[src/rtl/cpu_rst_ctrl.sv]
// Reset/run-control sequencer for the MIPS core: sync release, stretched reset.
// Optional halt/run and single-step support under macro CPU_STEP_EN.
module cpu_rst_ctrl #(
  parameter int SYNC_STAGES = 2,
  parameter int HOLD_CYCLES = 4,
  parameter int CNT_W       = 8
) (
  input  logic clkin,
  input  logic reset,
  input  logic run_mode,
  input  logic step_req,
  output logic cpu_reset,
  output logic cpu_clk_en,
  output logic ready,
  output logic step_ack
);

  localparam logic [CNT_W-1:0] HOLD_LAST = CNT_W'(HOLD_CYCLES - 1);
  localparam logic [CNT_W-1:0] HOLD_MAX  = CNT_W'(HOLD_CYCLES);

  typedef enum logic [2:0] {
    S_RESET,
    S_HOLD,
`ifdef CPU_STEP_EN
    S_HALT,
    S_STEP,
`endif
    S_RUN
  } state_t;

  state_t state, state_n;

  logic [SYNC_STAGES-1:0] sync_q;
  logic [CNT_W-1:0]       cnt;
  logic                   sync;

  logic rst_n, en_n, rdy_n, ack_n;

  assign sync = sync_q[SYNC_STAGES-1];

`ifdef CPU_STEP_EN
  logic step_d;

  always_ff @(posedge clkin or negedge reset) begin
    if (!reset) step_d <= 1'b0;
    else        step_d <= step_req;
  end
`else
  logic unused_in;
  assign unused_in = run_mode ^ step_req;
`endif

  always_ff @(posedge clkin or negedge reset) begin
    if (!reset) begin
      sync_q <= '0;
      cnt    <= '0;
      state  <= S_RESET;
    end else begin
      sync_q <= {sync_q[SYNC_STAGES-2:0], 1'b1};
      if (state == S_HOLD && cnt < HOLD_MAX)
        cnt <= cnt + 1'b1;
      state <= state_n;
    end
  end

  always_comb begin
    state_n = state;
    unique case (state)
      S_RESET: if (sync) state_n = S_HOLD;
      S_HOLD: begin
        if (cnt == HOLD_LAST) begin
`ifdef CPU_STEP_EN
          state_n = run_mode ? S_RUN : S_HALT;
`else
          state_n = S_RUN;
`endif
        end
      end
`ifdef CPU_STEP_EN
      S_RUN:  if (!run_mode) state_n = S_HALT;
      S_HALT: begin
        // run request has priority over a coincident step edge
        if (run_mode)               state_n = S_RUN;
        else if (step_req && !step_d) state_n = S_STEP;
      end
      S_STEP: state_n = S_HALT;
`else
      S_RUN:  state_n = S_RUN;
`endif
      default: state_n = S_RESET;
    endcase
  end

  // outputs decoded from next state so they are registered with it
  always_comb begin
    rst_n = 1'b1;
    en_n  = 1'b0;
    rdy_n = 1'b0;
    ack_n = 1'b0;
    unique case (state_n)
      S_RESET: ;
      S_HOLD:  en_n = 1'b1;
      S_RUN: begin
        rst_n = 1'b0;
        en_n  = 1'b1;
        rdy_n = 1'b1;
      end
`ifdef CPU_STEP_EN
      S_HALT: begin
        rst_n = 1'b0;
        rdy_n = 1'b1;
      end
      S_STEP: begin
        rst_n = 1'b0;
        en_n  = 1'b1;
        rdy_n = 1'b1;
        ack_n = 1'b1;
      end
`endif
      default: ;
    endcase
  end

  always_ff @(posedge clkin or negedge reset) begin
    if (!reset) begin
      cpu_reset  <= 1'b1;
      cpu_clk_en <= 1'b0;
      ready      <= 1'b0;
      step_ack   <= 1'b0;
    end else begin
      cpu_reset  <= rst_n;
      cpu_clk_en <= en_n;
      ready      <= rdy_n;
      step_ack   <= ack_n;
    end
  end

endmodule

[config.mk]
export PLATFORM = sky130hd
export DESIGN_NAME = cpu_rst_ctrl
export DESIGN_NICKNAME = d
export VERILOG_FILES = /design/src/rtl/cpu_rst_ctrl.sv
export SDC_FILE = /design/constraint.sdc
export NUM_CORES = 1
export LEC_CHECK = 0
export BUFFER_PORTS_ARGS = -buffer_cell sky130_fd_sc_hd__buf_2
export CORE_AREA = 2 2 39 41
export CTS_CLUSTER_DIAMETER = 30
export DETAILED_ROUTE_END_ITERATION = 7
export DIE_AREA = 0 0 41 43
export PLACE_DENSITY = 0.67
export SLEW_MARGIN = 10
export SYNTH_ARGS = -nofsm -noshare
export SYNTH_HDL_FRONTEND = slang
export SYNTH_SLANG_ARGS = --single-unit
[constraint.sdc]
create_clock -name clkin -period 1.73 [get_ports clkin]
set_input_delay 0.173 -clock clkin [delete_from_list [all_inputs] [get_ports clkin]]
set_output_delay 0.173 -clock clkin [all_outputs]
set_load 0.01 [all_outputs]
==> impl_results.md <==
- Status: complete, no violations
- Register area share after synthesis: 0.7055
- CTS buffer count: 3
- MaxCap Viol Count: 0
- Worst Setup Start Kind: flop
- Yosys cell types: 21
- WL/cell: 10.94 um
- Number of diodes: 0
- Initial DRT Pass Iterations: 1
- Post-synthesis to final-layout area growth: 10.99%
- Lkg Pwr: 0.3047 nW
- Number of global-route vias before repair: 284
- Largest net degree at the start of global routing: 17
- Root buf cell: clkbuf_4
- Hold Slack: 0.3154 ns
- Mapped Avg Cell Area: 13.55 um^2
- Final net count: 52
- Clock Sinks: 16
- Clk_lat worst skew: 0.28 ns
- FF+latch count, synth: 16
- Worst EP arrival: 1.52 ns
- Via/cell ratio: 4.613
- Total number of vias: 286
- Dpl hpwl: 484.2 um
- CP Capture Type: flop
- CORE AREA: 0.001384 mm^2
- Gr ovfl total: 0
- Final setup viols: 0
- Clock transition at the registers of the reported paths: 0.09 ns
- Clock buffer depth: 2
- Final Wtd Congestion: 0.6279
- Cell taking the most area after synthesis: dfrtp_1
- # DRC: 0
- Ports: 8
- Critical path required time: 1.89 ns
- Routed Antenna Nets: 0
- Iter 0 DRT Violations: 0
- Syn. warnings: 0
- Commonest cells after routing, fill and taps aside: 15 x dfrtp_1, 4 x buf_2, 3 x conb_1, 3 x clkbuf_4
- Postcts setup bufs: 0
- Crit share post-route: 0.7815
- Final Power: 802.6 uW
- Maximum vdd drop: 506.2 uV
- Layout cells sized above 1: 0.2826
- Layout Skew: 0.003580 ns
- Site Rows: 14
- Setup CP Type: flop to flop
- RSZ-0062 raised after global routing: false
- Total GRT Usage: 0.1077
- Initial core utilization: 0.4114
- Mapped Area: 569.3 um^2
- H-tree levels: 1
- Hold/Removal Path Class: input port to asynchronous set/reset pin
- Reg2reg setup slack: 0.38 ns
- Pins over their slew limit: 0
- Die width: 41 um
- Synth area leaders: dfrtp_1 66%, dfstp_2 4.6%, clkbuf_1 2.6%
- Setup TNS: 0 ns
- Pwr dens: 1270 mW/mm^2
- Peak Freq: 739.7 MHz
- Final Critical Period: 1.352 ns
- Fin. Hold Viols: 0
- Initial antenna violation count: 0
- Final wirelength: 678 um
- Post-Syn Instances: 42
- Die area: 0.001763 mm^2
- First-pass GRT wire length: 1152 um
- Commonest non-fill, non-tap cell in the layout: dfrtp_1
- Synth top area share: 0.6593
- CTS tree: built
- Crit Path Max Fanout: 2
- I/O Buffers: 4
- Die Y: 43 um
==> synthesized netlist by cell type <==
| cell | number |
|---|---|
| xor2_1 | 1 |
| o21bai_1 | 1 |
| nor4b_2 | 1 |
| dfrtp_1 | 15 |
| nor2_1 | 2 |
| or2_2 | 2 |
| and3_2 | 1 |
| nand3_1 | 1 |
| nor3_1 | 1 |
| buf_4 | 1 |
| mux2_1 | 1 |
| nand2b_1 | 1 |
| buf_2 | 1 |
| dfstp_2 | 1 |
| nor3b_1 | 1 |
| ha_1 | 1 |
| clkbuf_1 | 4 |
| o22ai_1 | 2 |
| o22a_1 | 1 |
| conb_1 | 2 |
| a21oi_1 | 1 |
==> worst paths after layout <==
check / cells after the start / start / to
min in group clkin: 0 / sync_q[0]$_DFF_PN0_ / sync_q[1]$_DFF_PN0_
worst min-delay path: 2 / reset / ready$_DFF_PN0_
max in group asynchronous: 2 / reset / cpu_reset$_DFF_PN1_
worst min register to register: 0 / sync_q[0]$_DFF_PN0_ / sync_q[1]$_DFF_PN0_
worst max register to register: 3 / cnt[6]$_DFFE_PN0P_ / cnt[1]$_DFFE_PN0P_
worst max-delay path: 3 / cnt[6]$_DFFE_PN0P_ / cnt[1]$_DFFE_PN0P_
==> area by class of cell <==
cell class                      instances  area [um^2]
Sequential cell                        16        401.6
Fill cell                             126        752.0
Timing Repair Buffer                    5        30.03
Multi-Input combinational cell         21        143.9
Clock buffer                            4        36.28
Tap cell                               16        20.02
==> worst max-delay path: stages (launching register included) <==
cell and delay [ns]:
dfrtp_1 0.39, nor4b_2 0.29, and3_2 0.24, mux2_1 0.31
==> power breakdown <==
part | total (mW) | internal, mW | switching [mW]
logic | 0.107 | 0.0579 | 0.0495
clock network | 0.235 | 0.128 | 0.108
registers | 0.460 | 0.429 | 0.0305
==> per-layer routing <==
| layer | vias to the layer above | track usage | part of all wire |
|---|---|---|---|
| met4 | 0 | 0.1200 | 0.028 |
| met5 | - | 0 | 0 |
| li1 | 140 | - | - |
| met3 | 2 | 0.03141 | 0.034 |
| met1 | 139 | 0.1345 | 0.48 |
| met2 | 5 | 0.1313 | 0.46 |
==> cell families (layout without fill, tap and decap cells) <==
| family | count (synthesis) | in the layout | synth area share |
|---|---|---|---|
| AOI/OAI and AO/OA | 5 | 5 | 0.05934 |
| xor gates and xnor gates | 1 | 1 | 0.01539 |
| adders and majority gates | 1 | 1 | 0.02197 |
| buffers and inverters | 6 | 9 | 0.04834 |
| DFF | 16 | 16 | 0.7055 |
| muxes | 1 | 1 | 0.01978 |
| other | 2 | 3 | 0.01319 |
| and+or+nand+nor | 10 | 10 | 0.1165 |
==> metrics by stage <==
step	worst slack (ns)	utilization	instance area (um^2)	instances
after floorplan	0.4349	-	573.1	43
after global placement	0.3652	0.4231	585.6	57
after detailed placement	0.3731	0.4231	585.6	57
after CTS	0.3607	0.4566	631.9	62
after global routing	0.2466	0.4566	631.9	62
final	0.3780	0.4566	631.9	62
==> timing repair <==
action / 4_1_cts / 5_1_grt
gates resized for setup: 0 / 0
hold buffers: 1 / 0
endpoints found under the hold margin: 15 / 0
==> flip-flops by register name (all words and copies together) (netlist names) <==
| signal | cells |
|---|---|
| cpu_reset | 1 |
| ready | 1 |
| sync_q | 2 |
| cnt | 8 |
| state | 3 |
| cpu_clk_en | 1 |
(Power assumes the default switching activity.)
